[src/rtl/ex_hazard_ctrl_pkg.sv]
// Shared types and constants for the execute-stage hazard controller.
package ex_hazard_ctrl_pkg;

   // Operand-select encodings for the E-stage ALU input muxes
   localparam logic [1:0] FWD_RF  = 2'b00;
   localparam logic [1:0] FWD_WB  = 2'b01;
   localparam logic [1:0] FWD_MEM = 2'b10;

   // Multiply/divide sequencer states
   typedef enum logic [1:0] {
      IDLE = 2'b00,
      BUSY = 2'b01,
      DONE = 2'b10
   } md_state_t;

   // Register-number match; $zero is hard-wired and never produces a hazard
   function automatic logic reg_hit(input logic [4:0] a, input logic [4:0] b);
      return (a != 5'd0) && (a == b);
   endfunction

endpackage

[src/rtl/ex_hazard_ctrl_md_seq.sv]
// Multi-cycle multiply/divide sequencer: holds the instruction in E while
// BUSY and pulses MdLatch for one cycle in DONE to write HI/LO.
module md_seq
   import ex_hazard_ctrl_pkg::*;
#(
   parameter int unsigned MD_CYCLES = 32
) (
   input  logic clk,
   input  logic rst_n,
   input  logic MdStartE,
   output logic mdstall,
   output logic MdBusy,
   output logic MdLatch
);

   localparam logic [7:0] MD_LOAD = 8'(MD_CYCLES - 1);

   md_state_t  state_q, state_d;
   logic [7:0] cnt_q, cnt_d;

   // State and down-counter registers; async reset drops any op in flight
   always_ff @(posedge clk or negedge rst_n) begin
      if (!rst_n) begin
         state_q <= IDLE;
         cnt_q   <= 8'd0;
      end else begin
         state_q <= state_d;
         cnt_q   <= cnt_d;
      end
   end

   // Next state, counter update and the stall request
   always_comb begin
      state_d = state_q;
      cnt_d   = cnt_q;
      mdstall = 1'b0;
      case (state_q)
         IDLE: begin
            if (MdStartE) begin
               state_d = BUSY;
               cnt_d   = MD_LOAD;
               mdstall = 1'b1;
            end else begin
               state_d = IDLE;
            end
         end
         BUSY: begin
            mdstall = 1'b1;
            if (cnt_q == 8'd0) begin
               state_d = DONE;
            end else begin
               cnt_d = cnt_q - 8'd1;
            end
         end
         DONE: begin
            // Always return to IDLE so a still-asserted MdStartE of the
            // retiring instruction cannot restart the unit
            state_d = IDLE;
         end
         default: begin
            state_d = IDLE;
            cnt_d   = 8'd0;
         end
      endcase
   end

   assign MdBusy  = (state_q != IDLE);
   assign MdLatch = (state_q == DONE);

endmodule

[src/rtl/ex_hazard_ctrl.sv]
// Hazard controller for the five-stage MIPS pipeline: operand forwarding,
// load-use / branch stalls, multiply/divide hold and stall-cycle counter.
module ex_hazard_ctrl
   import ex_hazard_ctrl_pkg::*;
#(
   parameter int unsigned MD_CYCLES = 32,
   parameter int unsigned CNT_W     = 16
) (
   input  logic             clk,
   input  logic             rst_n,
   input  logic [4:0]       RsD,
   input  logic [4:0]       RtD,
   input  logic [4:0]       RsE,
   input  logic [4:0]       RtE,
   input  logic [4:0]       WriteRegE,
   input  logic [4:0]       WriteRegM,
   input  logic [4:0]       WriteRegW,
   input  logic             RegWriteE,
   input  logic             RegWriteM,
   input  logic             RegWriteW,
   input  logic             MemtoRegE,
   input  logic             MemtoRegM,
   input  logic             BranchD,
   input  logic             MdStartE,
   output logic [1:0]       ForwardAE,
   output logic [1:0]       ForwardBE,
   output logic             ForwardAD,
   output logic             ForwardBD,
   output logic             StallF,
   output logic             StallD,
   output logic             StallE,
   output logic             FlushE,
   output logic             FlushM,
   output logic             MdBusy,
   output logic             MdLatch,
   output logic [CNT_W-1:0] StallCount
);

   logic             mdstall_s;
   logic             lwstall_s;
   logic             brstall_s;
   logic [CNT_W-1:0] stall_cnt_q, stall_cnt_d;

   md_seq #(.MD_CYCLES(MD_CYCLES)) u_md_seq (
      .clk      (clk),
      .rst_n    (rst_n),
      .MdStartE (MdStartE),
      .mdstall  (mdstall_s),
      .MdBusy   (MdBusy),
      .MdLatch  (MdLatch)
   );

   // E-stage operand forwarding; the younger M result wins over W
   always_comb begin
      ForwardAE = FWD_RF;
      ForwardBE = FWD_RF;
      if (RegWriteM && reg_hit(RsE, WriteRegM)) begin
         ForwardAE = FWD_MEM;
      end else if (RegWriteW && reg_hit(RsE, WriteRegW)) begin
         ForwardAE = FWD_WB;
      end else begin
         ForwardAE = FWD_RF;
      end
      if (RegWriteM && reg_hit(RtE, WriteRegM)) begin
         ForwardBE = FWD_MEM;
      end else if (RegWriteW && reg_hit(RtE, WriteRegW)) begin
         ForwardBE = FWD_WB;
      end else begin
         ForwardBE = FWD_RF;
      end
   end

   // D-stage branch compare forwarding and stall/flush generation
   always_comb begin
      ForwardAD = RegWriteM & reg_hit(RsD, WriteRegM);
      ForwardBD = RegWriteM & reg_hit(RtD, WriteRegM);
      lwstall_s = MemtoRegE & (reg_hit(RtE, RsD) | reg_hit(RtE, RtD));
      brstall_s = BranchD &
                  ((RegWriteE & (reg_hit(WriteRegE, RsD) | reg_hit(WriteRegE, RtD))) |
                   (MemtoRegM & (reg_hit(WriteRegM, RsD) | reg_hit(WriteRegM, RtD))));
      StallF    = lwstall_s | brstall_s | mdstall_s;
      StallD    = lwstall_s | brstall_s | mdstall_s;
      StallE    = mdstall_s;
      FlushM    = mdstall_s;
      // A held E register keeps its instruction, so it must not be bubbled
      FlushE    = (lwstall_s | brstall_s) & ~mdstall_s;
   end

   // Saturating stall-cycle count for performance debug
   always_comb begin
      if (StallD && (stall_cnt_q != {CNT_W{1'b1}})) begin
         stall_cnt_d = stall_cnt_q + CNT_W'(1);
      end else begin
         stall_cnt_d = stall_cnt_q;
      end
   end

   // Stall counter register
   always_ff @(posedge clk or negedge rst_n) begin
      if (!rst_n) begin
         stall_cnt_q <= {CNT_W{1'b0}};
      end else begin
         stall_cnt_q <= stall_cnt_d;
      end
   end

   assign StallCount = stall_cnt_q;

endmodule

[config.mk]
export PLATFORM = sky130hd
export DESIGN_NAME = ex_hazard_ctrl
export DESIGN_NICKNAME = d
export VERILOG_FILES = /design/src/rtl/ex_hazard_ctrl_pkg.sv /design/src/rtl/ex_hazard_ctrl_md_seq.sv /design/src/rtl/ex_hazard_ctrl.sv
export SDC_FILE = /design/constraint.sdc
export NUM_CORES = 1
export LEC_CHECK = 0
export BUFFER_PORTS_ARGS = -buffer_cell sky130_fd_sc_hd__buf_4
export CORE_MARGIN = 2
export CORE_UTILIZATION = 54
export CTS_CLUSTER_DIAMETER = 30
export DETAILED_ROUTE_END_ITERATION = 10
export PLACE_DENSITY = 0.86
export SETUP_SLACK_MARGIN = 0.1
export SYNTH_ARGS = -nofsm -noshare
export SYNTH_HDL_FRONTEND = slang
export SYNTH_SLANG_ARGS = --single-unit
export TNS_END_PERCENT = 1
[constraint.sdc]
create_clock -name clk -period 5.4 [get_ports clk]
set_input_delay 0.27 -clock clk [delete_from_list [all_inputs] [get_ports clk]]
set_output_delay 0.27 -clock clk [all_outputs]
set_load 0.005 [all_outputs]
==> results of run 1 <==
[cells in the mapped netlist, drive strengths merged]
library cell	n	area share, %
nor2b	1	0.31
a21o	3	1.1
dfrtp	26	32
buf	5	2.1
and2	1	0.31
xor2	36	15
nand4	5	1.5
nand2	15	2.8
nor4b	2	0.86
nor3b	1	0.37
or3	3	0.92
nand3	15	3.7
or4b	1	0.49
o211ai	2	0.98
or2	1	0.31
xnor2	31	13
o21ai	9	2.2
o31ai	1	0.37
or4	6	2.2
nor2	17	3.3
nor4	10	3.8
inv	7	1.3
ha	2	1.2
nand2b	2	0.61
clkbuf	10	1.8
a21oi	6	1.7
mux2	2	1.1
nor3	16	3.9
[worst max-delay path: stages]
cell and delay (ps):
buf_4 140, or4_1 550, o211ai_2 170, a21oi_2 70
nor4_4 700, inv_1 130, buf_4 170
[cells by family (layout without fill, tap and decap cells)]
kind of cell / count (synthesis) / after routing / share of synthesized area [%]
flip-flops: 26 / 26 / 31.9
AND/OR/NAND/NOR: 96 / 96 / 25.4
buffers and inverters: 22 / 84 / 5.22
multiplexers: 2 / 2 / 1.11
XOR/XNOR: 67 / 67 / 28.8
AO/OA/AOI/OAI: 21 / 21 / 6.33
adder cells (fa/ha/maj): 2 / 2 / 1.23
[area by class of cell]
cell class                      count  area (µm²)
Clock buffer                        3        41.3
Fill cell                         282        1020
Inverter                            7        26.3
Multi-Input combinational cell    188        1280
Sequential cell                    26         651
Tap cell                           48        60.1
Timing Repair Buffer               74         558
[routing by layer]
metal,wire [µm],global-route usage [%],up-vias
met5,0,0,-
met1,2250,35.3,874
met2,2320,39.0,76
met3,337,2.40,10
li1,-,-,927
met4,94,8.85,0
[through the flow]
step / hold slack (ps) / util (%) / power [W] / area (µm²) / setup WS [ps]
floorplan: -25.6 / - / 0.000613 / 2040 / 3220
global placement: 194 / 70.6 / 0.000770 / 2560 / 2910
detailed placement: 194 / 70.6 / 0.000785 / 2560 / 2910
CTS: 337 / 72.0 / 0.000902 / 2620 / 2930
global route: 383 / 72.0 / 0.000974 / 2620 / 2740
finish: 342 / 72.0 / 0.000897 / 2620 / 2930
[state kept, by name, summed over array words and instances, names as in the netlist]
| register | flops |
|---|---|
| StallCount | 16 |
| u_md_seq.cnt_q | 8 |
| u_md_seq.state_q | 2 |
[power groups by stage]
stage / registers, W / logic (W) / clock network [W]
after floorplan: 0.000345 / 0.000269 / 0
after global placement: 0.000359 / 0.000411 / 0
after detailed placement: 0.000362 / 0.000422 / 0
after CTS: 0.000360 / 0.000432 / 0.000109
after global routing: 0.000374 / 0.000482 / 0.000117
final: 0.000360 / 0.000429 / 0.000108
[worst max path at each step]
stage	to	slack [ps]	cells after the start
finish	StallD	2930	7
global route	StallD	2740	7
CTS	StallF	2930	7
detailed placement	StallCount[1]$_DFFE_PN0P_	2910	7
global placement	StallCount[12]$_DFFE_PN0P_	2910	7
floorplan	StallF	3220	8
[what timing repair did]
item / CTS / global route
gates resized for setup: 0 / 0
hold buffers: 1 / 0
endpoints found under the hold margin: 26 / 0
==> flow_metrics.py, run 1 <==
metrics = {
    "clocking": {
        "cts_made_buffers": 3,
        "clock_latency_ps": 270,
        "root_buffer": "clkbuf_8",
        "cts_tree": "built",
        "cts_max_level": 1,
        "clockBufferDepth": 2,
        "cts_sinks": 26,
        "path_clk_slew_ps": 80,
        "postCtsSetupRepairBufs": 0,
    },
    "power": {
        "power_density_mw_per_mm2": 343,
        "swShare_pct": 38.7,
        "pwr-share-seq_pct": 40.1,
        "p_comb_share_pct": 47.8,
        "clockPowerShare_pct": 12.1,
        "p_sw_w": 0.000348,
        "ir_drop_mv": 0.306,
        "power_leakage_nw": 1.15,
        "internal-power_w": 0.000550,
    },
    "place": {
        "hpwlAfterDp_um": 3900,
        "port_buffers": 72,
        "finalWeightedCongestion": 0.946,
        "dp.cells": 342,
    },
    "floorplanning": {
        "fp.dieH_um": 65.4,
        "core-area_mm2": 0.00363,
        "die-area_mm2": 0.00428,
        "floorplan.initialDensity_pct": 56.1,
        "ios": 73,
        "die_w_um": 65.4,
        "num_rows": 22,
    },
    "synthesis": {
        "syn-num-nets": 282,
        "netlist_area_mm2": 0.00204,
        "yosysWarnings": 0,
        "yosys_register_bits": 26,
        "netlist_instances": 236,
        "synth_cell_type_count": 34,
        "yosysSeqAreaShare_pct": 31.9,
        "syn_area_per_cell_um2": 8.63,
    },
    "timing": {
        "setup_tns_ps": 0,
        "maxSlewHeadroom_pct": 47.9,
        "fin_skew_ps": 2.06,
        "final_max_slew_viol_count": 0,
        "setup_viol_count_final": 0,
        "grt_setup_unrepaired": "false",
        "hold_viol": 0,
        "fin_crit_ps": 2470,
        "fmax_ghz": 0.404,
        "fin_crit_sh_pct": 45.8,
        "worst_pin_slew_ps": 775,
    },
    "worst_setup_path": {
        "critPathLaunch": "WriteRegM[1]",
        "rr_worst_depth": 7,
        "cp.required_ps": 5130,
        "rr_startpoint": "StallCount[0]$_DFFE_PN0P_",
        "arrival_ps": 2200,
        "reg2reg_slack_ps": 2990,
        "criticalPathCategory": "input port to primary output",
        "cp_max_fo": 16,
        "worstReg2RegEnd": "StallCount[1]$_DFFE_PN0P_",
        "critPathLaunchType": "input port",
        "end_kind": "primary output",
    },
    "worst_hold_path": {
        "hold_end": "u_md_seq.cnt_q[6]$_DFFE_PN0P_",
        "hp-start": "MdStartE",
        "hold_class": "input port to register",
        "hold_depth": 4,
    },
    "outcome": {
        "status": "finished clean",
    },
    "detailed_routing": {
        "vias_per_cell": 5.45,
        "wl_per_cell_um": 14.5,
        "drc": 0,
        "dr.pass1.iters": 4,
        "wl_um": 5000,
        "ant_nets": 0,
        "num_vias": 1887,
        "first_iter_violations": 136,
    },
    "global_route": {
        "grt_pass1_vias": 1823,
        "grt_start_max_net_pins": 27,
        "grt_first_pass_wirelength_um": 8250,
        "overflow": 0,
        "grtUsageTotal_pct": 24.7,
        "antenna_found_initial": 0,
    },
    "layout": {
        "final_nets": 346,
        "final_cells": 346,
        "drive_above_1_share_pct": 27.5,
        "area_growth_pct": 28.4,
        "final_cell_mix": "73 x buf_4, 36 x xor2_1, 31 x xnor2_1",
        "final_common_cell": "buf_4",
        "diodes": 0,
    },
    "job": {
        "maxCapViolCount": 0,
    },
}
(Power assumes the default switching activity.)
==> inputs of run 2 (changes only) <==
--- a/config.mk
+++ b/config.mk
@@ -5,12 +5,13 @@
 export SDC_FILE = /design/constraint.sdc
 export NUM_CORES = 1
 export LEC_CHECK = 0
+export ABC_AREA = 1
 export BUFFER_PORTS_ARGS = -buffer_cell sky130_fd_sc_hd__buf_4
 export CORE_MARGIN = 2
-export CORE_UTILIZATION = 54
+export CORE_UTILIZATION = 52
 export CTS_CLUSTER_DIAMETER = 30
 export DETAILED_ROUTE_END_ITERATION = 10
-export PLACE_DENSITY = 0.86
+export PLACE_DENSITY = 0.8
 export SETUP_SLACK_MARGIN = 0.1
 export SYNTH_ARGS = -nofsm -noshare
 export SYNTH_HDL_FRONTEND = slang
==> constraint.sdc (replaced) <==
create_clock -name clk -period 2.31 [get_ports clk]
set_input_delay 0.1155 -clock clk [delete_from_list [all_inputs] [get_ports clk]]
set_output_delay 0.1155 -clock clk [all_outputs]
set_load 0.005 [all_outputs]
==> run 2 against run 1 <==
Net effect:
- utilization shrank 3.8 points
- clock power grew to 2.9 times the previous value
- first-iteration DRC count grew 7.4%
- register-to-register slack lost 2500 ps
- via count up 35%
- highest routed layer unchanged
- final area increased by 16%
- global-route usage shrank 0.75 points
- die area is 23% higher
- sequential share of layout area down 3.4 points
- clock skew increased by 4.6 ps
==> flow_metrics.py, run 2 <==
metrics = {
    "layout": {
        "area_growth_pct": 24.5,
        "final_cells": 506,
        "largest_reg_flops": 16,
        "final_nets": 501,
        "drive_above_1_share_pct": 21.4,
        "final_common_cell": "nand2_1",
        "diodes": 0,
        "final_cell_mix": "127 x nand2_1, 72 x buf_4, 60 x inv_1",
    },
    "detailed_routing": {
        "first_iter_violations": 146,
        "dr.pass1.iters": 4,
        "vias_per_cell": 5.05,
        "wl_um": 5990,
        "ant_nets": 0,
        "drc": 0,
        "num_vias": 2554,
        "wl_per_cell_um": 11.8,
    },
    "timing": {
        "grt_setup_unrepaired": "false",
        "hold_slack_ps": 263,
        "fin_crit_sh_pct": 80.7,
        "fin_ws_ps": 447,
        "maxSlewHeadroom_pct": 69.4,
        "fmax_ghz": 0.537,
        "hold_viol": 0,
        "fin_crit_ps": 1860,
        "final_max_slew_viol_count": 0,
        "worst_pin_slew_ps": 455,
        "fin_skew_ps": 6.64,
        "setup_tns_ps": 0,
        "setup_viol_count_final": 0,
    },
    "worst_setup_path": {
        "reg2reg_slack_ps": 520,
        "rr_startpoint": "StallCount[0]$_DFFE_PN0P_",
        "worstReg2RegEnd": "StallCount[0]$_DFFE_PN0P_",
        "criticalPathCategory": "register to primary output",
        "rr_worst_depth": 10,
        "cp_max_fo": 25,
        "cp_top_family": "flip-flops",
        "path_cells": "inv_2 > a21oi_1 > inv_1 > nand3_4 > buf_4",
        "max_stage_delay_ps": 480,
        "cp_num_buf_inv": 3,
        "cp.required_ps": 2190,
        "arrival_ps": 1750,
        "critPathLaunchType": "register",
        "critPathSlowestCell": "dfrtp_1",
        "end_kind": "primary output",
    },
    "synthesis": {
        "syn-num-nets": 431,
        "yosysSeqAreaShare_pct": 26.7,
        "synth_top_cells_by_count": "127 x nand2_1, 60 x inv_1, 34 x nand3_1",
        "synth_top_area_share_pct": 26.7,
        "yosys.area.top_type": "dfrtp_1",
        "synth_cell_type_count": 34,
        "synth_area_leaders": "dfrtp_1 27%, nand2_1 20%, inv_1 9.2%",
        "netlist_instances": 385,
        "synth-edff-count": 0,
        "yosysMostFrequentCell": "nand2_1",
        "ys.flop_type": "dfrtp_1",
        "yosysWarnings": 0,
        "netlist_area_mm2": 0.00244,
        "syn_area_per_cell_um2": 6.33,
        "yosys_register_bits": 26,
        "ys_async_sr_fraction_pct": 100,
    },
    "power": {
        "internal-power_w": 0.00121,
        "finalPower_w": 0.00208,
        "ir_drop_mv": 0.477,
        "pwr-share-seq_pct": 35.6,
        "power_density_mw_per_mm2": 687,
        "p_comb_share_pct": 49.6,
        "p_sw_w": 0.000870,
        "power_leakage_nw": 1.68,
        "swShare_pct": 41.7,
        "clockPowerShare_pct": 14.8,
    },
    "floorplanning": {
        "ios": 73,
        "die_w_um": 72.4,
        "floorplan.initialDensity_pct": 54.8,
        "num_rows": 24,
        "fp.dieH_um": 72.4,
        "core-area_mm2": 0.00444,
        "die-area_mm2": 0.00525,
    },
    "clocking": {
        "cts_tree": "built",
        "postCtsSetupRepairBufs": 0,
        "path_clk_slew_ps": 100,
        "clock_latency_ps": 280,
        "cts_max_level": 1,
        "root_buffer": "clkbuf_8",
        "cts_made_buffers": 3,
        "cts_resized": 0,
        "cts_sinks": 26,
        "clockBufferDepth": 2,
    },
    "outcome": {
        "status": "finished clean",
    },
    "global_route": {
        "grt_pass1_vias": 2256,
        "grt_first_pass_wirelength_um": 10100,
        "overflow": 0,
        "grtUsageTotal_pct": 23.9,
        "grt_start_max_net_pins": 27,
        "antenna_found_initial": 0,
    },
    "place": {
        "hpwlAfterDp_um": 4830,
        "finalWeightedCongestion": 0.964,
        "port_buffers": 72,
        "dp.cells": 501,
        "dpl_worst_slack_ps": 528,
    },
    "job": {
        "maxCapViolCount": 0,
    },
    "worst_hold_path": {
        "hold_class": "input port to asynchronous set/reset pin",
    },
}
-- run 2: cell count changes in the layout (fill, tap and decap cells not counted), moves of 11 or more --
| cell | before | now |
|---|---|---|
| nand3_1 | 15 | 34 |
| nor3_1 | 16 | 5 |
| xor2_1 | 36 | 18 |
| inv_1 | 7 | 60 |
| xnor2_1 | 31 | 11 |
| nor2_1 | 16 | 29 |
| nand2_1 | 15 | 127 |
-- run 2: timing repair --
item	4_1_cts	5_1_grt
hold buffers	1	0
endpoints found under the hold margin	26	0
endpoints found under the setup margin	0	0
-- run 2: how the worst max path moves through the flow --
stage / from / end / slack [ps] / depth (start not counted)
3_5_place_dp: u_md_seq.cnt_q[0]$_DFFE_PN0P_ / u_md_seq.cnt_q[3]$_DFFE_PN0P_ / 530 / 11
6_report: u_md_seq.state_q[0]$_DFFE_PN0P_ / StallD / 450 / 5
5_1_grt: u_md_seq.cnt_q[0]$_DFFE_PN0P_ / u_md_seq.cnt_q[4]$_DFFE_PN0P_ / 230 / 11
3_3_place_gp: StallCount[0]$_DFFE_PN0P_ / StallCount[0]$_DFFE_PN0P_ / 600 / 10
4_1_cts: u_md_seq.state_q[0]$_DFFE_PN0P_ / StallF / 460 / 5
2_1_floorplan: StallCount[0]$_DFFE_PN0P_ / StallCount[14]$_DFFE_PN0P_ / 740 / 10
-- run 2: stage by stage --
stage | utilization (%) | cell area [µm²]
after floorplan | - | 2440
after global placement | 66.8 | 2970
after detailed placement | 66.8 | 2970
after CTS | 68.2 | 3030
after global routing | 68.2 | 3030
final | 68.2 | 3030
-- run 2: cell families after synthesis --
family	count (synthesis)	synth area share, %
adders and majority gates	2	1.03
DFF	26	26.7
and+or+nand+nor	221	40.8
xor gates and xnor gates	29	10.4
buffers and inverters	74	13.2
AOI/OAI and AO/OA	33	7.81
-- run 2: layout make-up --
cell class,count,area [µm²]
clock buffer,4,55.1
fill,416,1410
inverter,66,248
multi-input combinational,285,1460
sequential,26,651
tap,52,65.1
timing repair buffer,73,551
-- run 2: power by group through the flow --
stage / clock [W] / sequential (W) / combinational (W)
final: 0.000309 / 0.000741 / 0.00103
after global routing: 0.000329 / 0.000764 / 0.00118
after CTS: 0.000321 / 0.000743 / 0.00104
after detailed placement: 0 / 0.000748 / 0.00104
after global placement: 0 / 0.000748 / 0.000997
after floorplan: 0 / 0.000727 / 0.000712
-- run 2: metal layers --
layer / GRT usage (%) / wire [µm] / up-vias
met3: 2.92 / 327 / 5
met1: 32.4 / 2780 / 1142
met5: 0 / 0 / -
met2: 41.3 / 2840 / 63
met4: 4.94 / 46 / 0
li1: - / - / 1344
==> inputs of run 3 (changes only) <==
==> constraint.sdc (replaced) <==
create_clock -name clk -period 1.8 [get_ports clk]
set_input_delay 0.09 -clock clk [delete_from_list [all_inputs] [get_ports clk]]
set_output_delay 0.09 -clock clk [all_outputs]
set_load 0.005 [all_outputs]
==> run 3 against run 2 <==
Net effect:
- routed wire length up 23%
- first-iteration DRC count is 47% higher
- register-to-register slack lost 520 ps
==> flow_metrics.py, run 3 (synthesized netlist as in run 2, its figures left out) <==
metrics = {
    "floorplanning": {
        "die-area_mm2": 0.00525,
        "num_rows": 24,
        "floorplan.initialDensity_pct": 54.8,
        "core-area_mm2": 0.00444,
        "fp.dieH_um": 72.4,
        "die_w_um": 72.4,
        "ios": 73,
    },
    "worst_hold_path": {
        "hold_class": "input port to asynchronous set/reset pin",
    },
    "layout": {
        "final_nets": 513,
        "final_util_pct": 73.1,
        "largest_reg_flops": 16,
        "area_growth_pct": 33.4,
        "fillCellCount": 365,
        "final_cells": 518,
        "multi_input_area_mm2": 0.00161,
        "drive_above_1_share_pct": 29.2,
        "final_cell_mix": "118 x nand2_1, 81 x buf_4, 55 x inv_1",
        "final_common_cell": "nand2_1",
        "regArea_um2": 653,
        "diodes": 0,
    },
    "clocking": {
        "clock_latency_ps": 280,
        "cts_tree": "built",
        "root_buffer": "clkbuf_8",
        "cts_max_level": 1,
        "clockBufferDepth": 2,
        "cts_sinks": 26,
        "path_clk_slew_ps": 90,
        "cts_made_buffers": 3,
    },
    "timing": {
        "maxSlewHeadroom_pct": 66.8,
        "hold_viol": 0,
        "setup_viol_count_final": 0,
        "setup_tns_ps": 0,
        "fin_crit_ps": 1800,
        "hold_slack_ps": 242,
        "fmax_ghz": 0.557,
        "final_max_slew_viol_count": 0,
        "fin_skew_ps": 2.00,
        "worst_pin_slew_ps": 493,
        "fin_crit_sh_pct": 99.8,
        "grt_setup_unrepaired": "true",
    },
    "worst_setup_path": {
        "criticalPathCategory": "register to register",
        "critPathSlowestCell": "dfrtp_1",
        "rr_startpoint": "u_md_seq.cnt_q[0]$_DFFE_PN0P_",
        "rr_worst_depth": 11,
        "reg2reg_slack_ps": 3,
        "cp.required_ps": 1990,
        "critPathLaunchType": "register",
        "max_stage_delay_ps": 380,
        "end_kind": "register",
        "path_cells": "inv_2 > ha_4 > nand2_1 > nor2_2 > nand2_2 > nor3_4 > nor2_4 > buf_4 > o21ai_0 > nand2_1 > o21ai_0",
        "cp_max_fo": 4,
        "worstReg2RegEnd": "u_md_seq.cnt_q[2]$_DFFE_PN0P_",
        "arrival_ps": 1990,
    },
    "detailed_routing": {
        "drc": 0,
        "dr_wl_met3_um": 524,
        "ant_nets": 0,
        "vias_per_cell": 5.36,
        "wl_per_cell_um": 14.2,
        "routed-wl-met2_um": 3530,
        "dr.pass1.iters": 5,
        "met1_length_um": 3060,
        "first_iter_violations": 215,
        "top_layer_used": "met4",
        "num_vias": 2779,
        "wl_um": 7340,
    },
    "outcome": {
        "status": "finished clean",
    },
    "place": {
        "port_buffers": 72,
        "finalWeightedCongestion": 0.959,
        "hpwlAfterDp_um": 5030,
        "dp.cells": 502,
    },
    "global_route": {
        "antenna_found_initial": 0,
        "overflow": 0,
        "grt_first_pass_wirelength_um": 11900,
        "grt_pass1_vias": 2670,
        "grt_start_max_net_pins": 27,
        "grtUsageTotal_pct": 27.9,
    },
    "power": {
        "power_leakage_nw": 1.76,
        "finalPower_w": 0.00307,
        "ir_drop_mv": 1.11,
        "power_density_mw_per_mm2": 943,
    },
    "job": {
        "maxCapViolCount": 0,
    },
}
run 3: worst max-delay path, delay by kind of cell (launching register included):
| kind | cells | cell delay [ps] |
|---|---|---|
| simple gates | 6 | 760 |
| compound gates | 2 | 180 |
| flops | 1 | 380 |
| buf+inv | 2 | 240 |
| fa+ha+maj | 1 | 150 |
run 3: timing repair:
action | CTS | global route
pin swaps | 3 | 12
hold buffers | 1 | 0
endpoints found under the setup margin | 18 | 26
cloned | 3 | 0
buffers inserted | 2 | 6
endpoints found under the hold margin | 26 | 0
gates resized for setup | 10 | 31
run 3: worst max path at each step:
stage,slack (ps),from,depth (start not counted),end
4_1_cts,40,StallCount[0]$_DFFE_PN0P_,10,StallCount[2]$_DFFE_PN0P_
3_3_place_gp,90,StallCount[0]$_DFFE_PN0P_,10,StallCount[14]$_DFFE_PN0P_
6_report,3,u_md_seq.cnt_q[0]$_DFFE_PN0P_,11,u_md_seq.cnt_q[2]$_DFFE_PN0P_
5_1_grt,-130,u_md_seq.cnt_q[0]$_DFFE_PN0P_,11,u_md_seq.cnt_q[2]$_DFFE_PN0P_
3_5_place_dp,30,StallCount[1]$_DFFE_PN0P_,10,StallCount[1]$_DFFE_PN0P_
2_1_floorplan,230,StallCount[0]$_DFFE_PN0P_,10,StallCount[14]$_DFFE_PN0P_
run 3: power breakdown:
group | total (W) | switching (W) | internal [W] | leakage (nW)
logic | 0.00167 | 0.000931 | 0.000743 | 1.40
registers | 0.000994 | 0.000216 | 0.000778 | 0.331
clock network | 0.000399 | 0.000203 | 0.000197 | 0.0288
run 3: cell type report:
class | count | share of cell area, %
Clock buffer | 4 | 1.69
Inverter | 66 | 7.62
Multi-Input combinational cell | 288 | 49.6
Sequential cell | 26 | 20.1
Tap cell | 52 | 2.00
Timing Repair Buffer | 82 | 19.0
run 3: metal layers:
layer  vias up  track usage, %
met5         -               0
met4         0            8.64
met2       128            48.3
met1      1252            35.9
li1       1373               -
met3        26            4.31
run 3: per-stage QoR:
stage,instance area [µm²],setup WS [ps]
2_1_floorplan,2440,228
3_3_place_gp,2980,89.8
3_5_place_dp,2980,25.4
4_1_cts,3110,39.2
5_1_grt,3250,-132
6_report,3250,3.15
